**config.mk**
```make
export PLATFORM = sky130hd
export DESIGN_NAME = uart_tx_fifo
export DESIGN_NICKNAME = d
export VERILOG_FILES = /design/src/rtl/uart_tx_fifo_pkg.sv /design/src/rtl/uart_sync_fifo.sv /design/src/rtl/uart_tx_fifo.sv
export SDC_FILE = /design/constraint.sdc
export NUM_CORES = 1
export LEC_CHECK = 0
export BUFFER_PORTS_ARGS = -buffer_cell sky130_fd_sc_hd__buf_4
export CAP_MARGIN = 20
export CORE_AREA = 2 2 78 135
export CTS_BUF_LIST = sky130_fd_sc_hd__clkbuf_2
export DETAILED_ROUTE_END_ITERATION = 16
export DIE_AREA = 0 0 80 137
export GPL_ROUTABILITY_DRIVEN = 0
export GPL_TIMING_DRIVEN = 0
export PLACE_DENSITY = 0.61
export SETUP_SLACK_MARGIN = 0.3
export SYNTH_ARGS = -nofsm -noshare
export SYNTH_HDL_FRONTEND = slang
export SYNTH_HIERARCHICAL = 1
export SYNTH_SLANG_ARGS = --single-unit
```
**constraint.sdc**
```tcl
create_clock -name clk -period 3.17 [get_ports clk]
set_input_delay 0.317 -clock clk [delete_from_list [all_inputs] [get_ports clk]]
set_output_delay 0.317 -clock clk [all_outputs]
set_load 0.01 [all_outputs]
```
**src/rtl/uart_tx_fifo_pkg.sv**
```systemverilog
// Shared UART TX definitions: transmitter FSM state encoding and the
// 100 MHz / 9600 baud bit period used by the transmitter, receiver and benches.
package uart_tx_fifo_pkg;

   localparam int UART_CLKS_PER_BIT_100M_9600 = 10417;

   typedef enum logic [2:0] {
      ST_IDLE   = 3'd0,
      ST_START  = 3'd1,
      ST_DATA   = 3'd2,
      ST_PARITY = 3'd3,
      ST_STOP   = 3'd4
   } state_t;

endpackage

```
**src/rtl/uart_sync_fifo.sv**
```systemverilog
// Single-clock byte FIFO with first-word-fall-through head and registered level/full.
// A push while full is dropped even if a pop happens in the same cycle.
module uart_sync_fifo #(
   parameter int  WIDTH = 8,
   parameter int  DEPTH = 8,
   localparam int CNT_W = $clog2(DEPTH + 1),
   localparam int PTR_W = $clog2(DEPTH)
) (
   input  logic             clk,
   input  logic             rst_n,
   input  logic             push,
   input  logic [WIDTH-1:0] push_data,
   input  logic             pop,
   output logic [WIDTH-1:0] pop_data,
   output logic             full,
   output logic             empty,
   output logic [CNT_W-1:0] level
);

   logic [WIDTH-1:0] mem [DEPTH];
   logic [PTR_W-1:0] wr_ptr_reg;
   logic [PTR_W-1:0] rd_ptr_reg;
   logic [CNT_W-1:0] count_reg;
   logic             push_ok;
   logic             pop_ok;

   assign full     = (count_reg == CNT_W'(DEPTH));
   assign empty    = (count_reg == '0);
   assign level    = count_reg;
   assign push_ok  = push && !full;
   assign pop_ok   = pop && !empty;
   assign pop_data = mem[rd_ptr_reg];

   always_ff @(posedge clk) begin
      if (rst_n && push_ok) begin
         mem[wr_ptr_reg] <= push_data;
      end
   end

   // DEPTH is a power of two, so the pointers wrap on natural overflow.
   always_ff @(posedge clk) begin
      if (!rst_n) begin
         wr_ptr_reg <= '0;
         rd_ptr_reg <= '0;
         count_reg  <= '0;
      end else begin
         if (push_ok) wr_ptr_reg <= wr_ptr_reg + PTR_W'(1);
         if (pop_ok)  rd_ptr_reg <= rd_ptr_reg + PTR_W'(1);
         case ({push_ok, pop_ok})
            2'b10:   count_reg <= count_reg + CNT_W'(1);
            2'b01:   count_reg <= count_reg - CNT_W'(1);
            default: count_reg <= count_reg;
         endcase
      end
   end

endmodule

```
**src/rtl/uart_tx_fifo.sv**
```systemverilog
// Buffered UART transmitter: bytes pushed into a FIFO leave on tx as LSB-first 8N1 frames.
// Define UART_TX_PARITY_EN to insert an even-parity bit between the data bits and the stop bit.
module uart_tx_fifo
   import uart_tx_fifo_pkg::*;
#(
   parameter int  CLKS_PER_BIT = UART_CLKS_PER_BIT_100M_9600,
   parameter int  FIFO_DEPTH   = 8,
   localparam int CNT_W        = $clog2(FIFO_DEPTH + 1)
) (
   input  logic             clk,
   input  logic             rst_n,
   input  logic             wr_en,
   input  logic [7:0]       wr_data,
   output logic             full,
   output logic [CNT_W-1:0] level,
   output logic             busy,
   output logic             overflow,
   output logic             tx
);

   localparam int                BAUD_W    = $clog2(CLKS_PER_BIT);
   localparam logic [BAUD_W-1:0] BAUD_LAST = BAUD_W'(CLKS_PER_BIT - 1);

   state_t            state_reg, state_next;
   logic [BAUD_W-1:0] baud_reg, baud_next;
   logic [2:0]        bit_reg, bit_next;
   logic [7:0]        shift_reg, shift_next;
   logic              tx_reg, tx_next;
   logic              busy_reg;
   logic              overflow_reg;
   logic              baud_wrap;
   logic              fifo_pop;
   logic              fifo_empty;
   logic [7:0]        fifo_head;
`ifdef UART_TX_PARITY_EN
   logic              parity_reg, parity_next;
`endif

   uart_sync_fifo #(
      .WIDTH (8),
      .DEPTH (FIFO_DEPTH)
   ) u_fifo (
      .clk       (clk),
      .rst_n     (rst_n),
      .push      (wr_en),
      .push_data (wr_data),
      .pop       (fifo_pop),
      .pop_data  (fifo_head),
      .full      (full),
      .empty     (fifo_empty),
      .level     (level)
   );

   assign baud_wrap = (baud_reg == BAUD_LAST);

   always_comb begin
      state_next = state_reg;
      baud_next  = baud_reg;
      bit_next   = bit_reg;
      shift_next = shift_reg;
      fifo_pop   = 1'b0;
      tx_next    = 1'b1;
`ifdef UART_TX_PARITY_EN
      parity_next = parity_reg;
`endif
      if (state_reg != ST_IDLE) begin
         baud_next = baud_wrap ? '0 : baud_reg + BAUD_W'(1);
      end
      case (state_reg)
         ST_IDLE: begin
            tx_next = 1'b1;
            if (!fifo_empty) begin
               fifo_pop   = 1'b1;
               shift_next = fifo_head;
               baud_next  = '0;
               state_next = ST_START;
`ifdef UART_TX_PARITY_EN
               parity_next = ^fifo_head;
`endif
            end
         end
         ST_START: begin
            tx_next = 1'b0;
            if (baud_wrap) begin
               bit_next   = '0;
               state_next = ST_DATA;
            end
         end
         ST_DATA: begin
            tx_next = shift_reg[0];
            if (baud_wrap) begin
               shift_next = {1'b0, shift_reg[7:1]};
               bit_next   = bit_reg + 3'd1;
               if (bit_reg == 3'd7) begin
`ifdef UART_TX_PARITY_EN
                  state_next = ST_PARITY;
`else
                  state_next = ST_STOP;
`endif
               end
            end
         end
`ifdef UART_TX_PARITY_EN
         ST_PARITY: begin
            tx_next = parity_reg;
            if (baud_wrap) state_next = ST_STOP;
         end
`endif
         ST_STOP: begin
            tx_next = 1'b1;
            // Chain straight into the next frame so a backlog leaves no idle gap.
            if (baud_wrap) begin
               if (!fifo_empty) begin
                  fifo_pop   = 1'b1;
                  shift_next = fifo_head;
                  state_next = ST_START;
`ifdef UART_TX_PARITY_EN
                  parity_next = ^fifo_head;
`endif
               end else begin
                  state_next = ST_IDLE;
               end
            end
         end
         default: begin
            tx_next    = 1'b1;
            state_next = ST_IDLE;
         end
      endcase
   end

   // tx and busy are registered from the current state, so the line lags the FSM by one cycle.
   always_ff @(posedge clk) begin
      if (!rst_n) begin
         state_reg    <= ST_IDLE;
         baud_reg     <= '0;
         bit_reg      <= '0;
         shift_reg    <= '0;
         tx_reg       <= 1'b1;
         busy_reg     <= 1'b0;
         overflow_reg <= 1'b0;
      end else begin
         state_reg    <= state_next;
         baud_reg     <= baud_next;
         bit_reg      <= bit_next;
         shift_reg    <= shift_next;
         tx_reg       <= tx_next;
         busy_reg     <= (state_reg != ST_IDLE) || !fifo_empty;
         overflow_reg <= overflow_reg || (wr_en && full);
      end
   end

`ifdef UART_TX_PARITY_EN
   always_ff @(posedge clk) begin
      if (!rst_n) parity_reg <= 1'b0;
      else        parity_reg <= parity_next;
   end
`endif

   assign tx       = tx_reg;
   assign busy     = busy_reg;
   assign overflow = overflow_reg;

endmodule
```
==> summary.md, run 1 <==
| Metric | Value |
|---|---|
| Status | `finished clean` |
| Per-cell routed wire length | `17.5 um` |
| Mapped Area | `0.00483 sq mm` |
| Critical path fanouts, max | `8` |
| RSZ-0062 raised after global routing | `false` |
| Buffers plus inverters on the worst setup path | `1` |
| Final WS setup | `0.456 ns` |
| Worst EP required | `3.74 ns` |
| I/O pin cnt | `19` |
| Most used DFF post-synth | `edfxtp_1` |
| Leakage | `1.89 nW` |
| Peak supply drop | `0.354 mV` |
| Placed insts | `520` |
| Slew @ Worst Pin | `0.918 ns` |
| Fin crit period | `2.71 ns` |
| HPWL after DPL | `6.87 mm` |
| Slowest cell on crit path | `dfxtp_1` |
| Switching pwr | `0.00103 W` |
| Clock sinks | `108` |
| Mapped Cells | `374` |
| Post-synth EDFFs | `64` |
| Vias | `3111` |
| Most frequent CP cell | `mux2i_1` |
| Switching share of power | `0.316` |
| Vias in the first global route | `3088` |
| Clk buf depth | `2` |
| Max Cap Violations | `0` |
| Initial antenna violation count | `1` |
| Min-delay worst type | `in2reg` |
| Nets | `440` |
| Met3 Use GR | `0.0290` |
| Register area share after synthesis | `0.581` |
| Inserted Clock Buffers | `9` |
| CP Launch Type | `flop` |
| Final Util | `0.549` |
| Clk_lat worst skew | `0.61 ns` |
| Yosys warns | `6` |
| Commonest non-fill, non-tap cell in the layout | `edfxtp_1` |
| Flop and latch count out of synthesis | `108` |
| Die Span Y | `137 um` |
| Final setup viols | `0` |
| Largest net degree at the start of global routing | `19` |
| Total GRT Usage | `0.190` |
| Most used routing layer | `met2` |
| Critical Path End Type | `flop` |
| Hold Vio Cnt, Final | `0` |
| Max_slew headroom | `0.385` |
| Total core area | `0.00985 sq mm` |
| CTS tree | `done` |
| Htree depth | `3` |
| Reg power frac | `0.523` |
| Largest delay share family, worst path | `simple AND/OR/NAND/NOR gates` |
| Gr ovfl total | `0` |
| Fin. max-slew vios | `0` |
| Fin area | `0.00540 sq mm` |
| Max reg flops | `64` |
| Core Rows | `48` |
| Starting Density | `0.490` |
| Drt first pass iters | `4` |
| Clock Tree Root | `clkbuf_2` |
| Drt total wl | `9.64 mm` |
| WS Path Type | `reg2reg` |
| CP arrival | `3.29 ns` |
| Async set-reset flop share out of synthesis | `0` |
| Area grow syn2layout | `12.0%` |
| Layout cells sized above 1 | `0.219` |
| Pwr/cell area | `604 mW/mm^2` |
| Reg clk slew, reported paths | `0.29 ns` |
| Residual DRC count | `0` |
| Clk_skew | `0.0240 ns` |
| Layout fillers | `880` |
| Mean Syn Cell Area | `12.9 sq um` |
| CP peak stage delay | `0.37 ns` |
| Finished Layout Cells | `550` |
| Internal | `0.00223 W` |
| Iter 0 DRT Violations | `133` |
| Routed Antenna Nets | `0` |
| Die width | `80 um` |
| IO Port Bufs | `18` |
| Sum of negative setup slack | `0 ns` |
| Syn Nets | `395` |
| DP Area | `0.00516 sq mm` |
| First-pass GRT wire length | `15.4 mm` |
| Critical path cell sequence | `buf_2, nor4b_4, nand4_4, nand2_1, and2_1, o41a_1, ha_2, ha_1, a21o_1, a21oi_2, mux2i_1, mux2i_1` |
| Fmax | `0.368 GHz` |
| Met2 GRT Util | `0.351` |
| Clk pwr share | `0.176` |
| Die ar. | `0.0110 sq mm` |
| Fin crit share | `0.856` |
| Grt met1 use | `0.207` |
| Comb power frac | `0.301` |
| Post-synth cell types | `57` |
| Vias per cell | `5.66` |
| Setup slack after placement | `0.267 ns` |
| Most frequent cells in the layout | `edfxtp_1 (64), dfxtp_1 (42), nand2_1 (26)` |
-- final cells by class --
cell class | count | area, sq um | area share
sequential | 108 | 2810 | 0.519
clock inverter | 7 | 50.0 | 0.00926
clock buffer | 9 | 45.0 | 0.00834
timing repair buffer | 34 | 278 | 0.0514
multi-input combinational | 232 | 1900 | 0.351
inverter | 10 | 37.5 | 0.00695
buffer | 24 | 131 | 0.0243
antenna | 1 | 2.50 | 0.000463
tap | 125 | 156 | 0.0289
-- path summary, 6_finish.rpt --
path              cells past startpoint    startpoint                to  slack, ns
setup / recovery                     12   baud_reg[9]   u_fifo/level[3]       0.46
hold / removal                        2    wr_data[1]  u_fifo/mem[1][1]       0.46
setup reg to reg                     12   baud_reg[9]   u_fifo/level[3]       0.46
hold reg to reg                       2  shift_reg[2]      shift_reg[2]       0.48
-- what timing repair did --
action                                  CTS  global route
pin swaps                                 0             3
hold buffers                             10             0
endpoints found under the setup margin    1             1
resized for setup                         1             6
setup buffers                             1             2
hold endpoints to repair                 66             0
-- worst reg2reg max path, delay by kind of cell (launching register included) --
family / cells / cell delay (ns)
AOI/OAI and AO/OA: 3 / 0.50
adders and majority gates: 2 / 0.44
buffers and inverters: 1 / 0.17
DFF: 1 / 0.37
muxes: 2 / 0.43
and+or+nand+nor: 4 / 0.77
-- cell families (layout without fill, tap and decap cells) --
family | after synthesis | in the layout | synth area share
other cells | 0 | 1 | 0
buf+inv | 34 | 84 | 0.0347
mux | 35 | 35 | 0.116
xor+xnor | 9 | 9 | 0.0163
fa+ha+maj | 10 | 10 | 0.0275
simple gates | 128 | 128 | 0.156
flops | 108 | 108 | 0.581
compound gates | 50 | 50 | 0.0687
-- per-stage QoR --
step / total power (W) / hold slack (ns)
floorplan: 0.00244 / 0.416
global placement: 0.00268 / 0.443
detailed placement: 0.00270 / 0.451
CTS: 0.00328 / 0.429
global route: 0.00346 / 0.419
finish: 0.00326 / 0.463
-- power groups by stage --
stage          Combinational, W  Clock [W]  Sequential, W
6_report               0.000983   0.000573        0.00171
5_1_grt                 0.00108   0.000649        0.00172
4_1_cts                0.000989   0.000589        0.00171
3_5_place_dp           0.000963          0        0.00174
3_3_place_gp           0.000947          0        0.00173
2_1_floorplan          0.000722          0        0.00172
-- cells in the mapped netlist (2+ instances only) --
library cell  count  area (sq um)
edfxtp_1         64          1920
dfxtp_1          44           881
nand2_1          26          97.6
nand3_1          22           110
mux4_2           16           360
clkbuf_1         10          37.5
inv_1            10          37.5
mux2i_1          10           100
nand2b_1         10          62.6
a31oi_1           9          56.3
and2_1            9          56.3
ha_1              9           113
mux2_2            9           101
nor2_1            9          33.8
o211ai_1          9          67.6
buf_2             8          40.0
nor2b_1           7          43.8
a21oi_1           6          30.0
nand4_1           6          37.5
nor3_1            6          30.0
nor4_1            6          37.5
a21boi_1          5          37.5
o21ai_0           5          25.0
o21ai_1           5          25.0
xnor2_1           5          43.8
and4_1            4          35.0
nand3b_1          4          30.0
xor2_1            4          35.0
buf_6             3          33.8
a21boi_0          2          15.0
and3_1            2          12.5
buf_4             2          15.0
o21bai_1          2          15.0
or2b_1            2          15.0
or3_1             2          12.5
-- layer usage --
layer  part of all wire  routed length [um]  vias up
met5                  0                   0        -
met2               0.55                5350       47
met3              0.018                 175       22
met4              0.032                 310        0
li1                   -                   -     1504
met1               0.39                3810     1538
Power figures use the tool's default switching activity.
==> inputs of run 2 (changes only) <==
- MAX_ROUTING_LAYER: unset -> met4
==> run 2 against run 1 <==
First-iteration DRC count is 7.5% higher. Clock skew is 0.00072 ns lower. Sequential share of layout area stayed put. Count of clock-buffer cells in the layout stayed put.
==> summary.md, run 2 (same netlist as run 1, synthesis figures left out) <==
| Metric | Value |
|---|---|
| Status | `finished clean` |
| Total GRT Usage | `0.196 (+0.00557)` |
| Commonest non-fill, non-tap cell in the layout | `edfxtp_1` |
| IO Port Bufs | `18 (unchanged)` |
| Largest net degree at the start of global routing | `19 (unchanged)` |
| Vias per cell | `5.65 (-0.16%)` |
| Leakage | `1.89 nW (unchanged)` |
| Clock sinks | `108 (unchanged)` |
| Layout fillers | `880 (unchanged)` |
| Clk buf depth | `2 (unchanged)` |
| Die ar. | `0.0110 sq mm (unchanged)` |
| Most frequent CP cell | `mux2i_1` |
| Reg power frac | `0.523 (about the same)` |
| Worst r2r src | `baud_reg[9]` |
| Clk_lat worst skew | `0.61 ns (about the same)` |
| Nets | `440 (unchanged)` |
| Total core area | `0.00985 sq mm (unchanged)` |
| Die width | `80 um (unchanged)` |
| Sum of negative setup slack | `0 ns (unchanged)` |
| DP Area | `0.00516 sq mm (unchanged)` |
| Max Cap Violations | `0 (unchanged)` |
| Clk pwr share | `0.176 (about the same)` |
| R2R Path End | `u_fifo/level[3]` |
| CP arrival | `3.29 ns (about the same)` |
| Fin crit share | `0.857 (about the same)` |
| Buffers plus inverters on the worst setup path | `1 (unchanged)` |
| Fmax | `0.368 GHz (about the same)` |
| Critical path cell sequence | `buf_2, nor4b_4, nand4_4, nand2_1, and2_1, o41a_1, ha_2, ha_1, a21o_1, a21oi_2, mux2i_1, mux2i_1` |
| Reg clk slew, reported paths | `0.29 ns (about the same)` |
| Vias | `3106 (-0.16%)` |
| Die Span Y | `137 um (unchanged)` |
| Slew @ Worst Pin | `0.917 ns (-0.000713 ns)` |
| Residual DRC count | `0 (unchanged)` |
| Hold-critical path endpoint | `u_fifo/mem[1][1]` |
| Peak supply drop | `0.354 mV (about the same)` |
| Worst EP required | `3.74 ns (about the same)` |
| Area grow syn2layout | `12.0% (unchanged)` |
| Max reg flops | `64 (unchanged)` |
| Clock Tree Root | `clkbuf_2` |
| CP Launch Type | `flop` |
| Hold_sp | `wr_data[1]` |
| Core Rows | `48 (unchanged)` |
| Final setup viols | `0 (unchanged)` |
| Critical Path End Type | `flop` |
| Switching pwr | `0.00103 W (about the same)` |
| Internal | `0.00223 W (unchanged)` |
| Drt first pass iters | `6 (+2)` |
| Routed Antenna Nets | `0 (unchanged)` |
| Fin area | `0.00540 sq mm (unchanged)` |
| Htree depth | `3 (unchanged)` |
| RSZ-0062 raised after global routing | `false` |
| Switching share of power | `0.316 (about the same)` |
| Critical path fanouts, max | `8 (unchanged)` |
| Hold Vio Cnt, Final | `0 (unchanged)` |
| Min-delay worst type | `in2reg` |
| Clk_skew | `0.0233 ns (-0.000721 ns)` |
| Drt total wl | `9.65 mm (+0.13%)` |
| Starting Density | `0.490 (unchanged)` |
| HPWL after DPL | `6.87 mm (unchanged)` |
| Fin. max-slew vios | `0 (unchanged)` |
| Fin crit period | `2.72 ns (+0.00161 ns)` |
| Iter 0 DRT Violations | `143 (+7.5%)` |
| Gr ovfl total | `0 (unchanged)` |
| First-pass GRT wire length | `15.4 mm (unchanged)` |
| Comb power frac | `0.301 (about the same)` |
| CTS tree | `done` |
| Vias in the first global route | `3091 (+0.097%)` |
| Max_slew headroom | `0.385 (+0.000478)` |
| WS Path Type | `reg2reg` |
| Slowest cell on crit path | `dfxtp_1` |
| Most frequent cells in the layout | `edfxtp_1 (64), dfxtp_1 (42), nand2_1 (26)` |
| Inserted Clock Buffers | `9 (unchanged)` |
| Largest delay share family, worst path | `simple AND/OR/NAND/NOR gates` |
| CP peak stage delay | `0.37 ns (about the same)` |
| Hold path depth | `2 (unchanged)` |
| I/O pin cnt | `19 (unchanged)` |
| Layout cells sized above 1 | `0.219 (unchanged)` |
| FF-to-FF path depth | `12 (unchanged)` |
| Per-cell routed wire length | `17.6 um (+0.13%)` |
| Pwr/cell area | `604 mW/mm^2 (about the same)` |
| R2R Setup Slk | `0.45 ns (about the same)` |
| Initial antenna violation count | `1 (unchanged)` |
run 2: cell type report:
cell class | count | area (sq um) | area share
diodes | 1 | 2.50 | 0.000463
well taps | 125 | 156 | 0.0289
repair buffers | 34 | 278 | 0.0514
multi-input cells | 232 | 1900 | 0.351
inverters | 10 | 37.5 | 0.00695
plain buffers | 24 | 131 | 0.0243
clock inverters | 7 | 50.0 | 0.00926
clock buffers | 9 | 45.0 | 0.00834
flip-flops and latches | 108 | 2810 | 0.519
run 2: how the worst max path moves through the flow:
stage | startpoint | to | cells after the start | slack, ns
finish | baud_reg[9] | u_fifo/level[3] | 12 | 0.45
detailed placement | baud_reg[0] | u_fifo/level[3] | 13 | 0.27
global route | baud_reg[9] | u_fifo/level[3] | 12 | 0.29
global placement | u_fifo/level[0] | u_fifo/mem[1][6] | 4 | 0.21
CTS | u_fifo/level[1] | u_fifo/level[3] | 11 | 0.35
floorplan | baud_reg[0] | u_fifo/level[3] | 13 | 0.59
run 2: routing by layer:
metal  track usage  vias up  part of all wire
li1              -     1503                 -
met1         0.205     1531              0.39
met2         0.352       51              0.55
met3        0.0310       21             0.020
met4        0.0951        0             0.032
met5             -        -                 0
run 2: worst register-to-register path, stage by stage, from the launching register on:
cell     delay [ns]
dfxtp_1        0.37
buf_2          0.17
nor4b_4        0.36
nand4_4        0.18
nand2_1        0.11
and2_1         0.12
o41a_1         0.16
ha_2           0.21
ha_1           0.23
a21o_1         0.19
a21oi_2        0.15
mux2i_1        0.23
mux2i_1        0.20
run 2: per-stage QoR:
| step | utilization | total power [W] | std cells | setup slack (ns) | hold slack (ns) |
|---|---|---|---|---|---|
| finish | 0.549 | 0.00326 | 550 | 0.454 | 0.463 |
| global route | 0.549 | 0.00346 | 550 | 0.287 | 0.412 |
| CTS | 0.546 | 0.00328 | 547 | 0.352 | 0.429 |
| detailed placement | 0.524 | 0.00270 | 520 | 0.267 | 0.451 |
| global placement | 0.520 | 0.00268 | 517 | 0.212 | 0.443 |
| floorplan | - | 0.00244 | 374 | 0.590 | 0.416 |
run 2: repair_timing:
item,in CTS,in global routing
endpoints found under the setup margin,1,1
gates resized for setup,1,6
endpoints found under the hold margin,66,0
pin swaps,0,3
cloned,0,0
hold buffers,10,0
setup buffers,1,2
run 2: power groups by stage:
| stage | Combinational (W) | Sequential, W | Clock, W |
|---|---|---|---|
| 2_1_floorplan | 0.000722 | 0.00172 | 0 |
| 6_report | 0.000983 | 0.00171 | 0.000574 |
| 3_5_place_dp | 0.000963 | 0.00174 | 0 |
| 5_1_grt | 0.00108 | 0.00172 | 0.000651 |
| 3_3_place_gp | 0.000947 | 0.00173 | 0 |
| 4_1_cts | 0.000989 | 0.00171 | 0.000589 |
